### config.mk
export PLATFORM = sky130hd
export DESIGN_NAME = nn_perceptron_trainer_flat
export DESIGN_NICKNAME = d
export VERILOG_FILES = /design/src/rtl/nn_perceptron_trainer_if.sv /design/src/rtl/nn_perceptron_trainer.sv /design/src/flat_wrapper.sv
export SDC_FILE = /design/constraint.sdc
export NUM_CORES = 2
export LEC_CHECK = 0
export ABC_AREA = 1
export BUFFER_PORTS_ARGS = -buffer_cell sky130_fd_sc_hd__buf_2
export CORE_MARGIN = 5
export CORE_UTILIZATION = 32
export DETAILED_ROUTE_END_ITERATION = 8
export HOLD_SLACK_MARGIN = 0.05
export PLACE_DENSITY = 0.44
export RECOVER_POWER = 25
export SETUP_SLACK_MARGIN = 0.1
export SKIP_LAST_GASP = 1
export SLEW_MARGIN = 20
export SYNTH_ARGS = -nofsm -noshare
export SYNTH_HDL_FRONTEND = slang
export SYNTH_SLANG_ARGS = --single-unit
### constraint.sdc
create_clock -name clk -period 11.74 [get_ports clk]
set_clock_uncertainty 0.1 [all_clocks]
set_input_delay 1.174 -clock clk [delete_from_list [all_inputs] [get_ports clk]]
set_output_delay 1.174 -clock clk [all_outputs]
set_load 0.05 [all_outputs]
### src/rtl/nn_perceptron_trainer_if.sv
// Sample/coefficient bundle of the perceptron trainer.
// The master presents labelled samples; the slave (the trainer) publishes coefficients and results.
interface nn_perceptron_trainer_if #(
  parameter int WIDTH = 16,
  parameter int N_IN  = 2
);
  logic                   sample_valid;
  logic                   sample_ready;
  logic [N_IN*WIDTH-1:0]  sample_x;
  logic                   sample_target;
  logic [WIDTH-1:0]       eta;
  logic [N_IN*WIDTH-1:0]  coeff_out;
  logic [WIDTH-1:0]       bias_out;
  logic                   pred_out;
  logic                   err_out;
  logic                   done_valid;

  modport master (
    output sample_valid, sample_x, sample_target, eta,
    input  sample_ready, coeff_out, bias_out, pred_out, err_out, done_valid
  );

  modport slave (
    input  sample_valid, sample_x, sample_target, eta,
    output sample_ready, coeff_out, bias_out, pred_out, err_out, done_valid
  );
endinterface

### src/rtl/nn_perceptron_trainer.sv
// Serial perceptron trainer for one Q8.8 step neuron: one MAC per cycle, then a perceptron-rule update on error.
// NN_TRAIN_SAT_EN: coefficient/bias updates saturate instead of wrapping (MAC always wraps).
module nn_perceptron_trainer #(
  parameter int WIDTH = 16,
  parameter int FRAC  = 8,
  parameter int N_IN  = 2
)(
  input  logic                   clk,
  input  logic                   rst,
  nn_perceptron_trainer_if.slave s
);
  localparam int IW = $clog2(N_IN + 1);
  localparam int LW = (N_IN > 1) ? $clog2(N_IN) : 1;
  localparam logic [IW-1:0] LAST_IDX = IW'(N_IN - 1);
  localparam logic [IW-1:0] BIAS_IDX = IW'(N_IN);

  typedef enum logic [2:0] {IDLE, MAC, DECIDE, UPDATE, DONE} state_e;

  // Must stay bit-identical to the inference multiplier.
  function automatic logic [WIDTH-1:0] mul(input logic [WIDTH-1:0] a, input logic [WIDTH-1:0] b);
    logic [2*WIDTH-1:0] p;
    p = {{WIDTH{1'b0}}, a} * {{WIDTH{1'b0}}, b};
    return p[FRAC+WIDTH-1:FRAC];
  endfunction

  function automatic logic [WIDTH-1:0] addsub(input logic [WIDTH-1:0] a, input logic [WIDTH-1:0] d,
                                              input logic up);
    logic [WIDTH-1:0] r;
    r = up ? a + d : a - d;
`ifdef NN_TRAIN_SAT_EN
    if ((up ? (a[WIDTH-1] == d[WIDTH-1]) : (a[WIDTH-1] != d[WIDTH-1])) && (r[WIDTH-1] != a[WIDTH-1]))
      r = a[WIDTH-1] ? {1'b1, {(WIDTH-1){1'b0}}} : {1'b0, {(WIDTH-1){1'b1}}};
`endif
    return r;
  endfunction

  state_e                         state_q, state_d;
  logic [N_IN-1:0][WIDTH-1:0]     x_q, coeff, lane_upd;
  logic [WIDTH-1:0]               eta_q, acc, bias;
  logic                           tgt_q, pred_q, err_q, pred;
  logic [IW-1:0]                  idx;
  logic [LW-1:0]                  lidx;

  assign lidx = idx[LW-1:0];
  assign pred = (acc != '0) && !acc[WIDTH-1];

  // Per-lane candidate update; only the lane selected by idx is committed.
  genvar g;
  generate
    for (g = 0; g < N_IN; g++) begin : g_lane
      assign lane_upd[g] = addsub(coeff[g], mul(eta_q, x_q[g]), tgt_q);
    end
  endgenerate

  always_ff @(posedge clk) begin
    if (rst) state_q <= IDLE;
    else     state_q <= state_d;
  end

  always_comb begin
    state_d = state_q;
    case (state_q)
      IDLE:    if (s.sample_valid) state_d = MAC;
      MAC:     if (idx == LAST_IDX) state_d = DECIDE;
      DECIDE:  state_d = (pred != tgt_q) ? UPDATE : DONE;
      UPDATE:  if (idx == BIAS_IDX) state_d = DONE;
      DONE:    state_d = IDLE;
      default: state_d = IDLE;
    endcase
  end

  always_ff @(posedge clk) begin
    if (rst) begin
      x_q    <= '0;
      coeff  <= '0;
      eta_q  <= '0;
      acc    <= '0;
      bias   <= '0;
      tgt_q  <= 1'b0;
      pred_q <= 1'b0;
      err_q  <= 1'b0;
      idx    <= '0;
    end else begin
      case (state_q)
        IDLE: if (s.sample_valid) begin
          x_q   <= s.sample_x;
          tgt_q <= s.sample_target;
          eta_q <= s.eta;
          acc   <= bias;
          idx   <= '0;
        end
        MAC: begin
          acc <= acc + mul(x_q[lidx], coeff[lidx]);
          idx <= idx + 1'b1;
        end
        DECIDE: begin
          pred_q <= pred;
          err_q  <= (pred != tgt_q);
          idx    <= '0;
        end
        UPDATE: begin
          if (idx == BIAS_IDX) bias <= addsub(bias, eta_q, tgt_q);
          else                 coeff[lidx] <= lane_upd[lidx];
          idx <= idx + 1'b1;
        end
        default: ;
      endcase
    end
  end

  assign s.sample_ready = (state_q == IDLE);
  assign s.done_valid   = (state_q == DONE);
  assign s.coeff_out    = coeff;
  assign s.bias_out     = bias;
  assign s.pred_out     = pred_q;
  assign s.err_out      = err_q;
endmodule

### src/flat_wrapper.sv
// flat-port wrapper written by rule: the top's interface ports become plain ports
module nn_perceptron_trainer_flat 
#(
  parameter int WIDTH = 16,
  parameter int FRAC  = 8,
  parameter int N_IN  = 2
)
  (clk, rst, s_sample_valid, s_sample_x, s_sample_target, s_eta, s_sample_ready, s_coeff_out, s_bias_out, s_pred_out, s_err_out, s_done_valid);
  nn_perceptron_trainer_if #(.WIDTH(WIDTH), .N_IN(N_IN)) s_i ();
  input  logic clk;
  input  logic rst;
  input wire logic [$bits(s_i.sample_valid)-1:0] s_sample_valid;
  input wire logic [$bits(s_i.sample_x)-1:0] s_sample_x;
  input wire logic [$bits(s_i.sample_target)-1:0] s_sample_target;
  input wire logic [$bits(s_i.eta)-1:0] s_eta;
  output wire logic [$bits(s_i.sample_ready)-1:0] s_sample_ready;
  output wire logic [$bits(s_i.coeff_out)-1:0] s_coeff_out;
  output wire logic [$bits(s_i.bias_out)-1:0] s_bias_out;
  output wire logic [$bits(s_i.pred_out)-1:0] s_pred_out;
  output wire logic [$bits(s_i.err_out)-1:0] s_err_out;
  output wire logic [$bits(s_i.done_valid)-1:0] s_done_valid;
  assign s_i.sample_valid = s_sample_valid;
  assign s_i.sample_x = s_sample_x;
  assign s_i.sample_target = s_sample_target;
  assign s_i.eta = s_eta;
  assign s_sample_ready = s_i.sample_ready;
  assign s_coeff_out = s_i.coeff_out;
  assign s_bias_out = s_i.bias_out;
  assign s_pred_out = s_i.pred_out;
  assign s_err_out = s_i.err_out;
  assign s_done_valid = s_i.done_valid;
  nn_perceptron_trainer #(.WIDTH(WIDTH), .FRAC(FRAC), .N_IN(N_IN)) u_core (.clk(clk), .rst(rst), .s(s_i));
endmodule
# Word level (Yosys, flattened, before mapping)
# Cells that the tools add are included.
[classes]
n_bitwise = 1
n_eq_ne = 10
multipliers = 3
reduce_logical = 14
add_sub_neg = 8
mux = 21
n_lt_le_gt_ge = 2
[op_table]
columns = ["operator", "n"]
rows = [
  ["$mux W16", 11],
  ["$mul A16 B16 Y24", 3],
  ["$add A16 B16 Y16", 4],
  ["$sub A16 B16 Y16", 3],
  ["$bwmux W32", 1],
  ["$pmux W16 S2", 1],
  ["$demux W16 S1", 1],
  ["$reduce_bool A16 Y1", 1],
  ["$mux W3", 4],
  ["$pmux W3 S4", 1],
  ["$reduce_and A2 Y1", 5],
  ["$eq A3 B2 Y1 const B", 2],
  ["$pmux W2 S3", 1],
  ["$ne A2 B1 Y1 const B", 2],
  ["$eq A3 B1 Y1 const B", 1],
  ["$eq A3 B3 Y1 const B", 1],
  ["$logic_not A3 Y1", 1],
  ["$reduce_and A3 Y1", 1],
  ["$reduce_bool A3 Y1", 1],
  ["$add A2 B1 Y2 const B", 1],
  ["$eq A2 B1 Y1 const B", 1],
  ["$eq A2 B2 Y1 const B", 1],
  ["$logic_and A1 B1 Y1", 2],
  ["$lt A1 B2 Y1 const B", 1],
  ["8 further kinds", 8],
]
[word_totals]
register_bits = 120
wordCells = 71

# Depth between registers and ports, before layout
[depth]
ltp_word = 6
ltp_mapped = 48
depth_no_buf = 46

# Least setup slack after synthesis
# Ideal clock, no wire load.
[synth_path]
path_type = "register to register"
from = "register u_core.idx[0]"
to = "register u_core.acc[15]"
path_buffers = 4
path_stages_with_launch = 38
path_slack_ns = 4.244
period_less_slack_ns = 7.496
t_required_ns = 11.570
arrival_time_ns = 7.326
path_cell_list = "dfxtp_1 > buf_4 > buf_6 > clkbuf_1 > o21ai_0 > inv_1 > clkbuf_1 > nand2_1 > fa_1 > inv_1 > fa_1 > inv_1 > fa_1 > fa_1 > fa_1 > fa_1 > inv_1 > ha_1 > [... 2 more ...] > nand4_1 > o21ai_1 > a21boi_1 > o21ai_0 > a21oi_1 > xnor2_1 > ha_1 > nand2_1 > nor2_1 > nand3_1 > o2111ai_1 > nand3_1 > nand2_1 > a31oi_1 > nand3b_1 > nand3_1 > nand2_1 > a21oi_1"
[synth_between]
elab_chain_cells = 5
[synth_lines]
columns = ["element", "line_no", "text"]
rows = [
  ["start, declared", "nn_perceptron_trainer.sv:41", "logic [IW-1:0] idx;"],
  ["start signal, assigned", "nn_perceptron_trainer.sv:94", "idx <= idx + 1'b1;"],
  ["start signal, assigned", "nn_perceptron_trainer.sv:104", "idx <= idx + 1'b1;"],
  ["$mux W16 (implied by the code) (2 in a row)", "nn_perceptron_trainer.sv:93", "acc <= acc + mul(x_q[lidx], coeff[lidx]);"],
  ["$mul A16 B16 Y24 (*)", "nn_perceptron_trainer.sv:22", "p = {{WIDTH{1'b0}}, a} * {{WIDTH{1'b0}}, b};"],
  ["$add A16 B16 Y16 (*)", "nn_perceptron_trainer.sv:93", ""],
  ["$pmux W16 S2 (*)", "nn_perceptron_trainer.sv:84", "case (state_q)"],
  ["end signal, assigned", "nn_perceptron_trainer.sv:89", "acc <= bias;"],
  ["end signal, assigned", "nn_perceptron_trainer.sv:93", ""],
  ["end, declared", "nn_perceptron_trainer.sv:39", "logic [WIDTH-1:0] eta_q, acc, bias;"],
]
# Every way passes the cells marked *; elsewhere a longest branch is shown, timed or not. The select of a mux whose other input is x is not followed.
# A chain may end at the register's enable or synchronous reset.

# Final worst setup path
# Same ends and word-level chain as after synthesis.

==> impl_metrics.tcl <==
set metrics [dict create \
    status "complete, but fails checks" \
    violations "capacitance limit, slew limit" \
    slew_headroom -0.503 \
    timing.final.crit_share 0.797 \
    cts_made_buffers 17 \
    max_stage_delay_ns 0.63 \
    ctsHoldBuffers 0 \
    core-area_um2 96300 \
    cts_resized 0 \
    place_inst 5692 \
    syn_area_um2 31000 \
    routed_via_density 4.72 \
    worstPathMaxFanout 68 \
    fp.dieW_um 321 \
    fin_cells 5724 \
    hold_viol 0 \
    ant_nets 0 \
    cap_violations 1 \
    leakage_nw 18.6 \
    total_power_mw 8.37 \
    path_clk_slew_ns 0.07 \
    finalMaxSlewViolations 39 \
    cp.required_ns 11.91 \
    ctsHtreeMaxLevel 4 \
    avgRoutedWirePerCell_um 19.3 \
    drt-total-wl_um 110000 \
    tightestPinTransition_ns 2.25 \
    layout-drive-gt1-share 0.0438 \
    die_y_um 321 \
    synth-edff-count 0 \
    arrival_ns 9.52 \
    synth_top_cell_area_share 0.327 \
    drt_iter0_markers 2063 \
    post-synth-top-area-cell "fa_1" \
    yosysMostFrequentCell "nand2_1" \
    start_util 0.321 \
    clock_sinks 120 \
    min_period_ns 9.36 \
    remaining_drc_errors 0 \
    grt_max_degree 69 \
    cts_tree "done" \
    setup_violations 0 \
    postCtsSetupBuffers 0 \
    diodes 0 \
    grt.total_usage 0.218 \
    num_rows 114 \
    hp-class "flop to flop" \
    antenna_found_initial 2 \
    num-fill-cells 10600 \
    rrSetupSlack_ns 2.38 \
    synth-main-ff-cell "dfxtp_1" \
    yosysWarnings 0 \
    syn-num-nets 5254 \
    postSynthCellCount 4428 \
    timing.hold.ws_ns 0.394 \
    grt.overflow.total 0 \
    end_kind "flop" \
    synth_seq_area_share 0.0776 \
    num_vias 27000 \
    critPathSlowestCell "buf_4" \
    synth-seq-cells 120 \
    grt_pass1_vias 28300 \
    synth_common_cells "1159 x nand2_1, 1153 x inv_1, 505 x fa_1, 269 x ha_1, 243 x nor2_1" \
    dieArea_um2 103000 \
    power_density_nw_per_um2 251 \
    crit_top_cell "fa_1" \
    path_class "flop to flop" \
    grt_pass1_wl_um 172000 \
    critPathLaunchType "flop" \
    clockBufferDepth 2 \
    fin_setup_tns_ns 0 \
    root_buffer "clkbuf_16" \
    gp_congestion 0.892 \
    vdd_drop_max_uv 177 \
    dr.pass1.iters 5 \
    rsz0062_at_grt "no" \
    io_pins 104 \
    nets 5261 \
    syn_to_final_growth_pct 7.82 \
    dpl.hpwl_um 87000 \
    async_flop_share 0 \
    synth_cell_type_count 54 \
    synth.avg_cell_area_um2 6.99 \
    synthTopCellsByArea "fa_1 33%, nand2_1 14%, inv_1 14%" \
    clock.fmax_mhz 107 \
    place.port_buffers 103 \
    clock_latency_ns 0.49 \
]
[layer usage]
layer  GRT usage  routed length [um]  vias up
li1            -                   -    13100
met1       0.316               52600    13100
met2       0.342               48700      782
met3      0.0335                6700      109
met4      0.0525                2410        0
met5           0                   0        -
[placed cells by master (no fill, tap or decap), types with 9 or more instances in the layout]
cell type | netlist | final
o21ai_1 | 19 | 19
ha_1 | 269 | 269
nand3b_1 | 25 | 25
xor2_1 | 59 | 59
a21o_1 | 12 | 12
clkbuf_1 | 144 | 41
nand3_1 | 127 | 127
xnor2_1 | 33 | 33
buf_2 | 8 | 65
nand2_1 | 1159 | 1159
o31ai_1 | 9 | 9
o21bai_1 | 20 | 20
dfxtp_1 | 120 | 117
inv_1 | 1153 | 1152
a31oi_1 | 18 | 18
nor2_1 | 243 | 242
nor3_1 | 16 | 16
nand4_1 | 23 | 23
buf_4 | 2 | 57
a21oi_1 | 185 | 185
o21ai_0 | 168 | 167
o211ai_1 | 10 | 10
clkbuf_16 | 0 | 17
fa_1 | 505 | 505
[worst paths after layout]
check,startpoint,end,depth (start not counted)
worst min register to register,u_core.acc[13],u_core.acc[13],2
worst max register to register,u_core.idx[0],u_core.acc[15],34
worst min-delay path,u_core.acc[13],u_core.acc[13],2
worst max-delay path,u_core.idx[0],u_core.acc[15],34
[critical path: cells and delay by family, from the launching register on]
kind,cells,cell delay (ns)
AOI/OAI and AO/OA,8,1.93
xor gates and xnor gates,1,0.21
adders and majority gates,8,3.71
buffers and inverters,5,1.39
DFF,1,0.49
and+or+nand+nor,12,1.23
[flip-flops by register name (all words and copies together) (netlist names)]
name and count:
u_core.s.pred_out 1, u_core.eta_q 16, u_core.idx 2, u_core.s.coeff_out 32, u_core.s.err_out 1, u_core.x_q 32
u_core.acc 16, u_core.tgt_q 1, u_core.state_q 3, u_core.s.bias_out 16
[metrics by stage]
step                worst slack [ns]  instance area, um^2   util
detailed placement              2.63                32900  0.341
CTS                             2.54                33400  0.347
floorplan                       4.24                31000      -
global placement                2.58                32900  0.341
global route                    1.64                33400  0.347
finish                          2.38                33400  0.347
[where the power goes]
group	leakage [nW]	internal [mW]	switching (mW)	total, mW
logic	17.3	2.33	4.81	7.14
clock network	0.279	0.297	0.272	0.569
registers	0.982	0.483	0.184	0.667
total	18.6	3.11	5.26	8.37
[logic make-up after synthesis]
kind of cell             synth area share
buffers and inverters               0.163
adder cells (fa/ha/maj)             0.435
XOR/XNOR                           0.0271
AND/OR/NAND/NOR                     0.211
AO/OA/AOI/OAI                      0.0856
flip-flops                         0.0776
[final cells by class]
class	instances	area, um^2	area share
clock buffers	18	429	0.0129
flip-flops and latches	120	2410	0.0721
clock inverters	14	140	0.00420
inverters	1162	4360	0.131
repair buffers	163	923	0.0277
multi-input cells	2971	23500	0.705
well taps	1276	1600	0.0478
No activity file was read; power rests on OpenSTA's default activity.
